===== config.mk =====
export PLATFORM = sky130hd
export DESIGN_NAME = boot_bus_sequencer
export DESIGN_NICKNAME = d
export VERILOG_FILES = /design/src/rtl/boot_bus_pkg.sv /design/src/rtl/boot_bus_mux.sv /design/src/rtl/boot_bus_sequencer.sv
export SDC_FILE = /design/constraint.sdc
export NUM_CORES = 1
export LEC_CHECK = 0
export CAP_MARGIN = 25
export CORE_MARGIN = 2
export CORE_UTILIZATION = 35
export DETAILED_ROUTE_END_ITERATION = 6
export PLACE_DENSITY_LB_ADDON = 0.12
export REMOVE_ABC_BUFFERS = 1
export SETUP_SLACK_MARGIN = 0.5
export SYNTH_ARGS = -nofsm -noshare
export SYNTH_HDL_FRONTEND = slang
export SYNTH_HIERARCHICAL = 1
export SYNTH_SLANG_ARGS = --single-unit

===== constraint.sdc =====
create_clock -name clock -period 3.03 [get_ports clock]
set_input_delay 0.7575 -clock clock [delete_from_list [all_inputs] [get_ports clock]]
set_output_delay 0.7575 -clock clock [all_outputs]
set_load 0.05 [all_outputs]

===== src/rtl/boot_bus_pkg.sv =====
// Shared types and constants for the boot bus sequencer: FSM states, bus owners
// and the value the shared bus rests at when nobody owns it.
package boot_bus_pkg;

  typedef enum logic [2:0] {
    ST_START,
    ST_COPY,
    ST_DRAIN,
    ST_CPU_RST,
    ST_RUN,
    ST_QUIESCE,
    ST_ERROR
  } boot_state_t;

  typedef enum logic [1:0] {
    OWNER_NONE,
    OWNER_COPIER,
    OWNER_CPU
  } bus_owner_t;

  localparam logic [15:0] IDLE_ADDRESS = 16'hFFFF;
  localparam logic        IDLE_STROBE  = 1'b1;

  // The copier must see its reset on at least one edge before being released.
  localparam int START_CYCLES = 2;

endpackage


===== src/rtl/boot_bus_mux.sv =====
// Combinational shared-bus mux driven by the registered owner select, so the
// selected master's signals reach the memories with zero added latency.
module boot_bus_mux
  import boot_bus_pkg::*;
(
  input  bus_owner_t  owner,
  input  logic [15:0] copier_address,
  input  logic        copier_ram_we_n,
  input  logic        copier_ram_cs_n,
  input  logic        copier_eeprom_oe_n,
  input  logic        copier_eeprom_cs_n,
  input  logic [15:0] cpu_address,
  input  logic        cpu_ram_we_n,
  input  logic        cpu_ram_cs_n,
  output logic [15:0] mem_address,
  output logic        ram_we_n,
  output logic        ram_cs_n,
  output logic        eeprom_oe_n,
  output logic        eeprom_cs_n
);

  always_comb begin
    mem_address = IDLE_ADDRESS;
    ram_we_n    = IDLE_STROBE;
    ram_cs_n    = IDLE_STROBE;
    eeprom_oe_n = IDLE_STROBE;
    eeprom_cs_n = IDLE_STROBE;
    case (owner)
      OWNER_COPIER: begin
        mem_address = copier_address;
        ram_we_n    = copier_ram_we_n;
        ram_cs_n    = copier_ram_cs_n;
        eeprom_oe_n = copier_eeprom_oe_n;
        eeprom_cs_n = copier_eeprom_cs_n;
      end
      // The CPU never reaches the EEPROM; its strobes stay parked high.
      OWNER_CPU: begin
        mem_address = cpu_address;
        ram_we_n    = cpu_ram_we_n;
        ram_cs_n    = cpu_ram_cs_n;
      end
      default: ;
    endcase
  end

endmodule


===== src/rtl/boot_bus_sequencer.sv =====
// Arbitrates the shared RAM/EEPROM bus between the boot copier and the CPU,
// sequencing copy, bus turnaround, CPU reset release, timeout and reboot.
module boot_bus_sequencer
  import boot_bus_pkg::*;
#(
  parameter int COPY_TIMEOUT_CYCLES   = 40000,
  parameter int HANDOFF_CYCLES        = 4,
  parameter int CPU_RESET_HOLD_CYCLES = 8
) (
  input  logic        clock,
  input  logic        reset,
  input  logic        reboot_req,
  output logic        copier_reset_n,
  input  logic [15:0] copier_address,
  input  logic        copier_ram_we_n,
  input  logic        copier_ram_cs_n,
  input  logic        copier_eeprom_oe_n,
  input  logic        copier_eeprom_cs_n,
  input  logic        copier_done,
  input  logic [15:0] cpu_address,
  input  logic        cpu_ram_we_n,
  input  logic        cpu_ram_cs_n,
  output logic [15:0] mem_address,
  output logic        ram_we_n,
  output logic        ram_cs_n,
  output logic        eeprom_oe_n,
  output logic        eeprom_cs_n,
  output logic        cpu_reset_n,
  output logic        cpu_bus_enable,
  output logic        booted,
  output logic        boot_error
);

  localparam int CW = $clog2(COPY_TIMEOUT_CYCLES + 1);
  localparam logic [CW-1:0] COUNT_MAX    = '1;
  localparam logic [CW-1:0] START_LAST   = CW'(START_CYCLES - 1);
  localparam logic [CW-1:0] TIMEOUT_LAST = CW'(COPY_TIMEOUT_CYCLES - 1);
  localparam logic [CW-1:0] HANDOFF_LAST = CW'(HANDOFF_CYCLES - 1);
  localparam logic [CW-1:0] HOLD_LAST    = CW'(CPU_RESET_HOLD_CYCLES - 1);

  boot_state_t   state;
  bus_owner_t    owner;
  logic [CW-1:0] counter;
  logic          reboot_q;
  logic          reboot_edge;

  assign reboot_edge = reboot_req & ~reboot_q;

  // One counter times every state; it restarts on each entry and saturates
  // while parked in RUN or ERROR.
  always_ff @(posedge clock) begin
    if (reset) begin
      state          <= ST_START;
      owner          <= OWNER_NONE;
      counter        <= '0;
      reboot_q       <= 1'b0;
      copier_reset_n <= 1'b0;
      cpu_reset_n    <= 1'b0;
      cpu_bus_enable <= 1'b0;
      booted         <= 1'b0;
      boot_error     <= 1'b0;
    end else begin
      reboot_q <= reboot_req;
      counter  <= (counter == COUNT_MAX) ? counter : counter + 1'b1;
      case (state)
        ST_START: begin
          if (counter == START_LAST) begin
            state          <= ST_COPY;
            owner          <= OWNER_COPIER;
            counter        <= '0;
            copier_reset_n <= 1'b1;
          end
        end
        ST_COPY: begin
          if (copier_done) begin
            state          <= ST_DRAIN;
            owner          <= OWNER_NONE;
            counter        <= '0;
            copier_reset_n <= 1'b0;
          end else if (counter == TIMEOUT_LAST) begin
            state          <= ST_ERROR;
            owner          <= OWNER_NONE;
            counter        <= '0;
            copier_reset_n <= 1'b0;
            cpu_reset_n    <= 1'b0;
            boot_error     <= 1'b1;
          end
        end
        ST_DRAIN: begin
          if (counter == HANDOFF_LAST) begin
            state          <= ST_CPU_RST;
            owner          <= OWNER_CPU;
            counter        <= '0;
            cpu_bus_enable <= 1'b1;
          end
        end
        ST_CPU_RST: begin
          if (counter == HOLD_LAST) begin
            state       <= ST_RUN;
            counter     <= '0;
            cpu_reset_n <= 1'b1;
            booted      <= 1'b1;
          end
        end
        ST_RUN: begin
          if (reboot_edge) begin
            state          <= ST_QUIESCE;
            owner          <= OWNER_NONE;
            counter        <= '0;
            cpu_reset_n    <= 1'b0;
            cpu_bus_enable <= 1'b0;
            booted         <= 1'b0;
          end
        end
        ST_QUIESCE: begin
          if (counter == HANDOFF_LAST) begin
            state   <= ST_START;
            counter <= '0;
          end
        end
        ST_ERROR: begin
          if (reboot_edge) begin
            state      <= ST_QUIESCE;
            counter    <= '0;
            boot_error <= 1'b0;
          end
        end
        default: begin
          state   <= ST_START;
          owner   <= OWNER_NONE;
          counter <= '0;
        end
      endcase
    end
  end

  boot_bus_mux u_mux (
    .owner              (owner),
    .copier_address     (copier_address),
    .copier_ram_we_n    (copier_ram_we_n),
    .copier_ram_cs_n    (copier_ram_cs_n),
    .copier_eeprom_oe_n (copier_eeprom_oe_n),
    .copier_eeprom_cs_n (copier_eeprom_cs_n),
    .cpu_address        (cpu_address),
    .cpu_ram_we_n       (cpu_ram_we_n),
    .cpu_ram_cs_n       (cpu_ram_cs_n),
    .mem_address        (mem_address),
    .ram_we_n           (ram_we_n),
    .ram_cs_n           (ram_cs_n),
    .eeprom_oe_n        (eeprom_oe_n),
    .eeprom_cs_n        (eeprom_cs_n)
  );

endmodule


==> key figures <==
Routing
  • Total Routed Length: between 4 and 5 mm
  • Drc violations: 0
  • Iter 0 DRT Violations: 95
  • DR pass1 iterations: 4
  • Routed len/inst: 14.8 um
  • ANT nets after route: 0
  • Via count: roughly 1800
  • Post-DR vias/cell: 5.31

Setup path
  • CP Data Arrival Time: 1.73 ns
  • CP Class: input pin to output pin
  • Critical Path Fanout Max: 1
  • Worst path max stage delay: 0.40 ns
  • CP endpoint kind: output pin
  • Crit path cell chain: clkdlybuf4s50_1, a221o_2, buf_4
  • Worst setup SP type: input pin
  • R2R cell count: 7
  • Slowest cell on crit path: clkdlybuf4s50_1
  • Crit path required time: approximately 2.3 ns

Synthesis
  • Avg Inst Size Synth: 8.57 um2
  • Yosys top cell area share: 29.9%
  • Top cells by area, synth: dfxtp_1 30%, a221o_1 5.5%, nor2_1 5.2%
  • Most frequent cell after synthesis: dfxtp_1
  • Top cell type by total area after synthesis: dfxtp_1
  • Synthesized netlist cell count: 211
  • Largest family of logic cells by synthesized area: simple AND/OR/NAND/NOR gates
  • Adder-cell share of the synthesized area: 2.77%
  • Post-synthesis mux area share: 1.66%
  • Dominant synthesized flop cell: dfxtp_1
  • Sequential area share after synthesis: 29.9%
  • #FFs+latches synth: 27
  • Synth async-reset ratio: 0%
  • Synth cell types: 51
  • Cell Area, Synth: around 0.0018 mm2
  • Synth Area in Compound Gates: 23.7%
  • Synth cell count leaders: 27 x dfxtp_1, 25 x nor2_1, 12 x nand2_1, 11 x nand4_1, 10 x a221o_1
  • Post-synthesis xor/xnor area fraction: 4.84%
  • Simple-gate share of the synthesized area: slightly below 30%
  • Post-synth EDFFs: 0
  • Yosys warns: 6

STA
  • Tcrit/Tclk final: ~82%
  • Endpoints failing hold: 0
  • Post-route setup TNS: 0 ns
  • Fin crit period: 2.49 ns
  • # setup viols final: 0
  • RSZ-0062 raised after global routing: true
  • Final Skew: 0.00447 ns
  • Slew HR: 65.1%
  • Worst-margin pin slew: a little over 0.5 ns
  • Slew Viols, Final: 0
  • Hold WS: 0.471 ns
  • Max Fclk: 402 MHz

Finish
  • Layout Area Growth over Synthesis: 37.9%
  • # diodes: 0
  • Layout Cells excl Fill: 336
  • Final Cell Area: roughly 0.0025 mm2
  • Net count reported at finish: 313
  • Layout cells sized above 1: 17.7%

Clock tree
  • CTS Sinks: 27
  • CTS Root Cell: clkbuf_8
  • H-tree depth: 1
  • Worst-skew pair later-pin latency: roughly 0.27 ns
  • Clock Pin Slew Worst Setup and Hold Paths: 0.09 ns
  • Maximum clock path buffer count: 2
  • TritonCTS clock tree: built
  • Total CTS buffers: 3

Floorplan
  • Die Footprint: around 0.0058 mm2
  • Top Ports: 67
  • Die height: 75.9 um
  • Cell Rows: 26
  • Core ar.: 0.00504 mm2
  • Starting Density: a little over a third
  • Die width: roughly 76 um

Global routing
  • Largest net degree at the start of global routing: 21
  • Initial antenna violation count: 0
  • Total congestion overflow: 0
  • Vias in the first global route: 1603
  • Total GRT Usage: 17.0%
  • Global-route wire length before repair: 7.75 mm

Place
  • Dpl hpwl: 3.66 mm
  • Placer congestion estimate: approximately 0.79
  • PortBufs: 66
  • Placed Area: roughly 0.0024 mm2
  • Inst Count DP: 332

Run
  • # Max-Cap Violations: 0

Pwr
  • Total power: about 2100 uW
  • P per Cell Area: 845 mW/mm2
  • Peak VDD IR: 0.383 mV
  • Pleak: 0.000874 uW

Min path
  • Hold WC Path Type: register to register
  • Hold depth: 2

Status
  • Status: complete, no violations
## final timing paths
check | start | to | slack, ns
setup reg to reg | counter[0] | counter[1] | 0.67
hold reg to reg | boot_error | boot_error | 0.47
setup / recovery | cpu_ram_we_n | ram_we_n | 0.54
hold / removal | boot_error | boot_error | 0.47
## report_power, final
part / total, uW / internal [uW] / switching, uW
Sequential: 483 / 399 / 84.4
Combinational: 1420 / 502 / 917
Clock: 206 / 92.2 / 113
Total: 2110 / 993 / 1110
## flip-flops by register name, summed over array words and instances (netlist names)
register        cells
boot_error          1
booted              1
copier_reset_n      1
counter            16
cpu_bus_enable      1
cpu_reset_n         1
owner               2
reboot_q            1
state               3
## critical path, delay by kind of cell
kind            cells  cell delay (ns)
compound gates      1             0.38
buf+inv             2             0.59
## what timing repair did
item,in CTS,in global routing
gates resized for setup,2,3
hold buffers,0,0
setup buffers,0,0
endpoints found under the setup margin,16,35
pin swaps,0,1
## cell usage in the layout (no fill, tap or decap), drive strengths merged, types with 3 or more instances in the layout
| cell type | n |
|---|---|
| o21ai | 4 |
| o31ai | 3 |
| dfxtp | 27 |
| nor3 | 3 |
| nand2b | 6 |
| nor2 | 26 |
| inv | 8 |
| clkbuf | 3 |
| xor2 | 9 |
| clkdlybuf4s50 | 46 |
| nor4 | 5 |
| nand3 | 9 |
| nand2 | 12 |
| a221o | 18 |
| buf | 23 |
| o41ai | 3 |
| a21oi | 9 |
| or4 | 4 |
| nand4 | 11 |
| mux2i | 3 |
| ha | 4 |
| and3 | 3 |
## cell families after synthesis
family	after synthesis
multiplexers	3
AO/OA/AOI/OAI	49
XOR/XNOR	10
adder cells (fa/ha/maj)	4
AND/OR/NAND/NOR	92
flip-flops	27
buffers and inverters	26
## metal layers
layer | wire, um | share of wire (%) | track usage, %
met4 | 59 | 1.2 | 4.87
met1 | 2350 | 47 | 22.9
met3 | 235 | 4.7 | 3.84
met5 | 0 | 0 | 0
met2 | 2340 | 47 | 27.0
## per-stage QoR
stage | util (%) | setup WS (ns)
6_report | 49.5 | 0.543
5_1_grt | 49.5 | 0.476
4_1_cts | 49.1 | 0.516
3_5_place_dp | 48.1 | 0.505
3_3_place_gp | 48.1 | 0.505
2_1_floorplan | - | 0.581
## area by class of cell
class	count	area, um2
multi-input combinational	158	1150
clock inverter	1	5.00
sequential	27	541
timing repair buffer	69	637
tap	70	87.6
clock buffer	3	41.3
inverter	8	30.0
fill	498	2550
Power figures use the tool's default switching activity.
